<file path="config.mk">
export PLATFORM = sky130hd
export DESIGN_NAME = fetch_queue_flat
export DESIGN_NICKNAME = d
export VERILOG_FILES = /design/src/rtl/fetch_queue_pkg.sv /design/src/rtl/fetch_queue_if.sv /design/src/rtl/fetch_queue.sv /design/src/flat_wrapper.sv
export SDC_FILE = /design/constraint.sdc
export NUM_CORES = 1
export LEC_CHECK = 0
export ABC_AREA = 1
export CORE_UTILIZATION = 51
export CTS_CLUSTER_DIAMETER = 50
export DETAILED_ROUTE_END_ITERATION = 6
export GPL_TIMING_DRIVEN = 0
export PLACE_DENSITY_LB_ADDON = 0.05
export SYNTH_ARGS = -nofsm -noshare
export SYNTH_HDL_FRONTEND = slang
export SYNTH_SLANG_ARGS = --single-unit
</file>
<file path="constraint.sdc">
create_clock -name clk -period 12 [get_ports clk]
set_input_delay 1.2 -clock clk [delete_from_list [all_inputs] [get_ports clk]]
set_output_delay 1.2 -clock clk [all_outputs]
set_load 0.02 [all_outputs]
</file>
<file path="src/rtl/fetch_queue_pkg.sv">
// Shared types for the fetch -> decode instruction buffer.
package fetch_queue_pkg;

  // One completed fetch: program counter plus raw 32-bit instruction word.
  typedef struct packed {
    logic [63:0] pc;
    logic [31:0] raw_instr;
  } fetch_data_t;

endpackage : fetch_queue_pkg

</file>
<file path="src/rtl/fetch_queue_if.sv">
// Handshake bundle between fetch, the fetch queue and decode.
interface fetch_queue_if #(
  parameter int DEPTH = 4
);
  import fetch_queue_pkg::*;

  localparam int CW = $clog2(DEPTH + 1);

  logic          flush;
  logic          fetch_pending;
  logic          in_valid;
  fetch_data_t   in_data;
  logic          in_ready;
  logic          out_valid;
  fetch_data_t   out_data;
  logic          out_ready;
  logic [CW-1:0] occupancy;
  logic          overflow;

  // Fetch/decode/redirect side drives the requests and consumes status.
  modport master (
    output flush, fetch_pending, in_valid, in_data, out_ready,
    input  in_ready, out_valid, out_data, occupancy, overflow
  );

  // The queue itself.
  modport slave (
    input  flush, fetch_pending, in_valid, in_data, out_ready,
    output in_ready, out_valid, out_data, occupancy, overflow
  );
endinterface : fetch_queue_if

</file>
<file path="src/rtl/fetch_queue.sv">
// Circular instruction buffer between fetch and decode. A flush empties it
// and, if an old-path response is still outstanding, swallows that response.
module fetch_queue #(
  parameter int DEPTH = 4
) (
  input  logic         clk,
  input  logic         rst,
  fetch_queue_if.slave bus
);
  import fetch_queue_pkg::*;

  localparam int PW = (DEPTH > 1) ? $clog2(DEPTH) : 1;
  localparam int CW = $clog2(DEPTH + 1);
  localparam logic [CW-1:0] FULL_CNT = CW'(DEPTH);
  localparam logic [CW-1:0] RDY_CNT  = CW'(DEPTH - 1);

  typedef logic [PW-1:0] fetchq_ptr_t;

  fetch_data_t   mem_q [DEPTH];
  fetchq_ptr_t   head_q, head_d;
  fetchq_ptr_t   tail_q, tail_d;
  logic [CW-1:0] cnt_q, cnt_d;
  logic          drop_q, drop_d;
  logic          ovf_q, ovf_d;
  logic          full, enq, deq;

  // Handshake outputs and next-state; flush beats enqueue and dequeue.
  always_comb begin
    head_d = head_q;
    tail_d = tail_q;
    cnt_d  = cnt_q;
    drop_d = drop_q;
    ovf_d  = ovf_q;
    full   = (cnt_q == FULL_CNT);

    // Ready keeps one slot spare for the fetch already launched when it drops.
    bus.in_ready  = (cnt_q < RDY_CNT);
    bus.out_valid = (cnt_q != '0) && !bus.flush;
    bus.out_data  = mem_q[head_q];
    bus.occupancy = cnt_q;
    bus.overflow  = ovf_q;

    enq = bus.in_valid && !bus.flush && !drop_q && !full;
    deq = bus.out_valid && bus.out_ready;

    if (bus.flush) begin
      head_d = '0;
      tail_d = '0;
      cnt_d  = '0;
      // A response arriving with the flush is the old one itself; otherwise
      // an outstanding request (or an earlier unanswered drop) must be eaten.
      drop_d = !bus.in_valid && (bus.fetch_pending || drop_q);
    end else begin
      if (bus.in_valid && drop_q)
        drop_d = 1'b0;
      else if (bus.in_valid && full)
        ovf_d = 1'b1;
      if (enq) tail_d = tail_q + fetchq_ptr_t'(1);
      if (deq) head_d = head_q + fetchq_ptr_t'(1);
      case ({enq, deq})
        2'b10:   cnt_d = cnt_q + CW'(1);
        2'b01:   cnt_d = cnt_q - CW'(1);
        default: cnt_d = cnt_q;
      endcase
    end
  end

  // State registers and entry storage, cleared asynchronously.
  always_ff @(posedge clk or posedge rst) begin
    if (rst) begin
      head_q <= '0;
      tail_q <= '0;
      cnt_q  <= '0;
      drop_q <= 1'b0;
      ovf_q  <= 1'b0;
      for (int i = 0; i < DEPTH; i++) mem_q[i] <= '0;
    end else begin
      head_q <= head_d;
      tail_q <= tail_d;
      cnt_q  <= cnt_d;
      drop_q <= drop_d;
      ovf_q  <= ovf_d;
      if (enq) mem_q[tail_q] <= bus.in_data;
    end
  end

endmodule : fetch_queue

</file>
<file path="src/flat_wrapper.sv">
// flat-port wrapper written by rule: the top's interface ports become plain ports
module fetch_queue_flat import fetch_queue_pkg::*;
#(
  parameter int DEPTH = 4
)
  (clk, rst, bus_flush, bus_fetch_pending, bus_in_valid, bus_in_data, bus_out_ready, bus_in_ready, bus_out_valid, bus_out_data, bus_occupancy, bus_overflow);
  fetch_queue_if #(.DEPTH(DEPTH)) bus_i ();
  input  logic clk;
  input  logic rst;
  input wire logic [$bits(bus_i.flush)-1:0] bus_flush;
  input wire logic [$bits(bus_i.fetch_pending)-1:0] bus_fetch_pending;
  input wire logic [$bits(bus_i.in_valid)-1:0] bus_in_valid;
  input wire logic [$bits(bus_i.in_data)-1:0] bus_in_data;
  input wire logic [$bits(bus_i.out_ready)-1:0] bus_out_ready;
  output wire logic [$bits(bus_i.in_ready)-1:0] bus_in_ready;
  output wire logic [$bits(bus_i.out_valid)-1:0] bus_out_valid;
  output wire logic [$bits(bus_i.out_data)-1:0] bus_out_data;
  output wire logic [$bits(bus_i.occupancy)-1:0] bus_occupancy;
  output wire logic [$bits(bus_i.overflow)-1:0] bus_overflow;
  assign bus_i.flush = bus_flush;
  assign bus_i.fetch_pending = bus_fetch_pending;
  assign bus_i.in_valid = bus_in_valid;
  assign bus_i.in_data = bus_in_data;
  assign bus_i.out_ready = bus_out_ready;
  assign bus_in_ready = bus_i.in_ready;
  assign bus_out_valid = bus_i.out_valid;
  assign bus_out_data = bus_i.out_data;
  assign bus_occupancy = bus_i.occupancy;
  assign bus_overflow = bus_i.overflow;
  fetch_queue #(.DEPTH(DEPTH)) u_core (.clk(clk), .rst(rst), .bus(bus_i));
endmodule
</file>
# After elaboration in Yosys (flattened, before gate mapping)
# Cells that the tools add are included.
# totals
reg_bits	393
latch_bits	0
ram_bits	0
mem_bits_ro	0
input_bits	102
out_inout_bits	102
wordCells	62
mem_count	0
# op_classes
add_sub_neg	4
n_mul	0
div_mod_pow	0
order_cmp	4
eq_ne	3
n_shift	0
n_mux	14
bitwise_logic	4
n_reduce_logical	20
# op_table
cell	n
$bwmux W384	1
$mux W96	3
$bmux W96 S2	1
$demux W96 S2	1
$logic_and A1 B1 Y1	9
$mux W2	4
$ge A3 B3 Y1 const B	2
$not A2 Y3	2
$pmux W3 S2	1
$reduce_bool A2 Y1	3
$reduce_bool A3 Y1	2
$add A2 B1 Y2 const B	2
$logic_not A1 Y1	4
$add A3 B1 Y3 const B	1
$eq A3 B3 Y1 const B	1
$lt A3 B1 Y1 const B	1
$lt A3 B2 Y1 const B	1
$mux W3	1
$reduce_and A3 Y1	1
$sub A3 B1 Y3 const B	1
$eq A2 B1 Y1 const B	1
$eq A2 B2 Y1 const B	1
$mux W1	2
$not A1 Y1	2
$logic_or A1 B1 Y1	1

# Longest topological paths before layout
# depth
word_depth	7
mapped_depth	15
depth_no_buf	14

# Worst setup path before layout
# OpenSTA, ideal clock, no wires.
# synth_timing
path_type	input port to flip-flop
from	input bus_flush
to	register u_core.cnt_q[2], in the netlist u_core.bus.occupancy[2]
setup_time_ns	0.117
t_arrival_ns	2.660
required_time_ns	11.883
path_slack_ns	9.223
path_stages	14
n_path_buf	1
cell_sequence	inv_2 nand2_2 nor2_4 nand2_4 buf_6 nand2_1 inv_1 fa_1 xor2_1 nand3_1 nand2_1 inv_1 nand2_1 nand2_1
# synth_between
elab_chain_len	7
elab_cells_between_ends	11
classes_between	2 x eq/ne; 2 x mux; 7 x reduce/logical
# synth_rtl
element	line_no	text
start, declared	flat_wrapper.sv:10	input wire logic [$bits(bus_i.flush)-1:0] bus_flush;
$logic_not A1 Y1	fetch_queue.sv:38, fetch_queue.sv:43	
$logic_and A1 B1 Y1 (3 in a row)	fetch_queue.sv:43	enq = bus.in_valid && !bus.flush && !drop_q && !full;
$eq A2 B1 Y1 / $eq A2 B2 Y1 (equally long branches)	fetch_queue.sv:60	case ({enq, deq})
$pmux W3 S2	fetch_queue.sv:60	
$mux W3	fetch_queue.sv:46	if (bus.flush) begin
end signal, assigned	fetch_queue.sv:80	cnt_q <= cnt_d;
end, declared	fetch_queue.sv:22	logic [CW-1:0] cnt_q, cnt_d;
# Parallel ways exist; a longest one is shown, timed or not.
# A chain may end at the register's enable or synchronous reset.

# Final worst setup path
# layout_timing
from	register u_core.head_q[1]
to	output bus_out_data[55]
# layout_between
elab_chain_len	4
# layout_rtl
element	line_no	text
start, declared	fetch_queue.sv:20	fetchq_ptr_t head_q, head_d;
start signal, assigned	fetch_queue.sv:71	head_q <= '0;
start signal, assigned	fetch_queue.sv:78	head_q <= head_d;
$not A2 Y3 (implied by the code)	fetch_queue.sv:39	bus.out_data = mem_q[head_q];
$bmux W96 S2	fetch_queue.sv:39	
$mux W96 (implied by the code) (2 in a row)	fetch_queue.sv:39	
end, declared	flat_wrapper.sv:17	output wire logic [$bits(bus_i.out_data)-1:0] bus_out_data;
# No other way between the ends. The select of a mux whose other input is x is not followed.

==> flow_summary_export.csv <==
group,metric,value,unit
sta,final-setup-viol-count,0,
worst_setup_path,cpPeakStageDelay,0.66,ns
clocking,cts_tree,"yes",
synthesis,synthAdderAreaFrac,0.003818,
sta,fmax,210.3,MHz
synthesis,synth_area,0.01835,mm2
clocking,clk_pin_slew,0.06,ns
synthesis,synth-simple-area-share,0.2062,
sta,slew_violations,0,
worst_setup_path,cp_slowest_cell,"clkdlybuf4s50_1",
sta,relSlewSlack,0.3300,
clocking,clock_latency,0.59,ns
power,total_leakage_power,11.06,nW
grt,grt_pass1_vias,16980,
sta,skew,0.02087,ns
synthesis,synth_warnings,0,
routing,drt-vias-per-instance,5.725,
finish,final_common_cell,"nand2_1",
sta,finalCritPeriodShare,0.3962,
finish,regArea,0.009834,mm2
power,p_comb_frac,0.313,
worst_setup_path,required,10.80,ns
floorplan,num_io_pins,204,
sta,tns,0,ns
worst_setup_path,crit_type,"flip-flop to output pin",
finish,drive_gt1_frac,0.06289,
place,io_buffer_count,203,
power,ir_drop,0.0001999,V
finish,mostFrequentLayoutCells,"nand2_1, dfrtp_1, o21ai_1, o21ai_0, clkdlybuf4s50_1",
worst_setup_path,reg2regPathDepth,9,
floorplan,rows,69,
sta,layout_min_cycle_time,4.754,ns
clocking,postCtsHoldBufs,0,
power,p_clk_frac,0.295,
routing,routedWlPerCell,19.76,um
power,power_density,223.2,mW/mm2
worst_setup_path,startpoint_type,"flip-flop",
synthesis,synth_seq_cells,393,
finish,syn_to_final_growth,24.20,%
power,intPower,3.326,mW
grt,grt_max_degree,43,
synthesis,synth_xor_area_frac,0.0004773,
finish,fin_nets,2647,
clocking,cts_buffers,45,
job,cap_violations,0,
clocking,post_cts_buffers,0,
synthesis,synth_mux_area_frac,0,
power,pwr-share-seq,0.392,
place,place_ws,7.910,ns
floorplan,dieArea,0.03675,mm2
worst_setup_path,worst-path-buf-inv,4,
routing,first_pass_iters,5,
grt,grt_use_total,0.3296,
grt,grt-ovfl-total,0,
sta,rsz0062_at_grt,"false",
clocking,h-tree-depth,2,
synthesis,ys_seq_area_frac,0.5359,
status,outcome,"finished clean",
worst_hold_path,hold_class,"flip-flop to flip-flop",
routing,drc,0,
worst_setup_path,cp_cell_sequence,"inv_1, clkbuf_1, clkbuf_1, o21ai_0, o22ai_1, clkdlybuf4s50_1",
synthesis,synthDistinctLibCells,23,
worst_setup_path,path_common_cell,"clkbuf_1",
synthesis,synth_top_family_by_area,"simple AND/OR/NAND/NOR gates",
floorplan,die-height,191.7,um
floorplan,core_area,0.03548,mm2
floorplan,die_w,191.7,um
finish,multi_input_area,0.007400,mm2
clocking,cts_num_sinks,393,
grt,antenna_found_initial,1,
routing,drt_iter0_markers,1455,
floorplan,start_util,0.5172,
synthesis,synth_fp_nets,2387,
worst_setup_path,worst_ep_arrival_time,3.55,ns
worst_setup_path,cp_top_family,"buffers and inverters",
worst_setup_path,cp-end-kind,"output pin",
sta,setup_slack,7.246,ns
sta,final-hold-violation-count,0,
clocking,clock-root-buffer,"clkbuf_16",
worst_hold_path,hold_depth,2,
sta,worstMarginPinSlew,1.005,ns
routing,antenna_left,0,
place,hpwl,40620,um
worst_setup_path,worstPathMaxFanout,10,
synthesis,netlist_instances,2280,
worst_setup_path,path_depth,6,
grt,grt_pass1_wl,93240,um
routing,vias,17390,
clocking,cts_buffer_depth,3,
finish,fillers,3197,
synthesis,avgSynthCellArea,8.049,um2
routing,routed_wl,60040,um
power,p_sw,1.760,mW
synthesis,synth_compound_area_frac,0.1927,
place,routabilityCongestion,0.8930,
power,switching_share,0.3461,
clocking,cts_resized,0,
==> sequential cells by signal, indices dropped and copies added, names as in the netlist <==
name	flops
u_core.mem_q	384
u_core.bus.occupancy	3
u_core.head_q	2
u_core.tail_q	2
u_core.bus.overflow	1
u_core.drop_q	1
==> metal layers <==
metal,wire length (um),up-vias,track usage,share of wire
li1,-,8053,-,-
met1,25400,8413,0.4566,0.42
met4,1754,0,0.1166,0.029
met5,0,-,0,0
met3,5010,137,0.05628,0.083
met2,27870,789,0.5218,0.46
==> cell families after synthesis <==
kind of cell / Yosys count
DFF: 393
AOI/OAI and AO/OA: 682
and+or+nand+nor: 994
xor gates and xnor gates: 1
adders and majority gates: 5
buffers and inverters: 205
==> worst paths after layout <==
| kind | startpoint | end | slack, ns |
|---|---|---|---|
| max in group asynchronous | rst | u_core.mem_q[214] | 9.41 |
| max reg2reg | u_core.tail_q[0] | u_core.mem_q[152] | 9.53 |
| min in group asynchronous | rst | u_core.mem_q[265] | 1.13 |
| max | u_core.head_q[1] | bus_out_data[55] | 7.25 |
| min reg2reg | u_core.mem_q[212] | u_core.mem_q[212] | 0.47 |
| min | u_core.mem_q[212] | u_core.mem_q[212] | 0.47 |
==> metrics by stage <==
stage	power (mW)	utilization	std cells	area, um2	hold slack, ns
after floorplan	2.889	-	2280	18360	0.4411
after global placement	3.531	0.5908	2944	20960	0.4532
after detailed placement	3.584	0.5965	2954	21160	0.4597
after CTS	5.084	0.6423	3037	22790	0.4729
after global routing	5.353	0.6423	3038	22790	0.4932
final	5.087	0.6423	3038	22790	0.4719
==> cells in the mapped netlist, drive strengths merged <==
cell | n | area (um2)
a21oi | 4 | 20.02
a31o | 1 | 8.760
buf | 94 | 700.7
clkbuf | 91 | 341.6
dfrtp | 393 | 9834
fa | 1 | 20.02
ha | 4 | 50.05
inv | 20 | 75.07
nand2 | 793 | 2987
nand3 | 2 | 10.01
nor2 | 199 | 787.0
o21ai | 581 | 2908
o22ai | 96 | 600.6
xor2 | 1 | 8.760
==> layout make-up <==
| type | count | share of cell area |
|---|---|---|
| Antenna cell | 1 | 0.0001098 |
| Buffer | 185 | 0.04573 |
| Clock buffer | 65 | 0.05896 |
| Clock inverter | 18 | 0.01235 |
| Inverter | 20 | 0.003458 |
| Multi-Input combinational cell | 1682 | 0.3247 |
| Sequential cell | 393 | 0.4315 |
| Tap cell | 461 | 0.02531 |
| Timing Repair Buffer | 213 | 0.09794 |
==> worst reg2reg max path, stage by stage (launching register included) <==
cell and delay [ns]:
dfrtp_1 0.37, inv_1 0.10, ha_1 0.22, inv_2 0.22, clkbuf_1 0.63, nor2_4 0.19, buf_4 0.26, buf_2 0.22
nand2_1 0.09, nand2_1 0.06
==> power groups by stage <==
stage,clock network [mW],logic [mW],registers (mW)
5_1_grt,1.56,1.75,2.04
3_5_place_dp,0,1.58,2.00
3_3_place_gp,0,1.54,1.99
6_report,1.50,1.59,1.99
4_1_cts,1.51,1.59,1.99
2_1_floorplan,0,0.946,1.94
No activity file was read; power rests on OpenSTA's default activity.
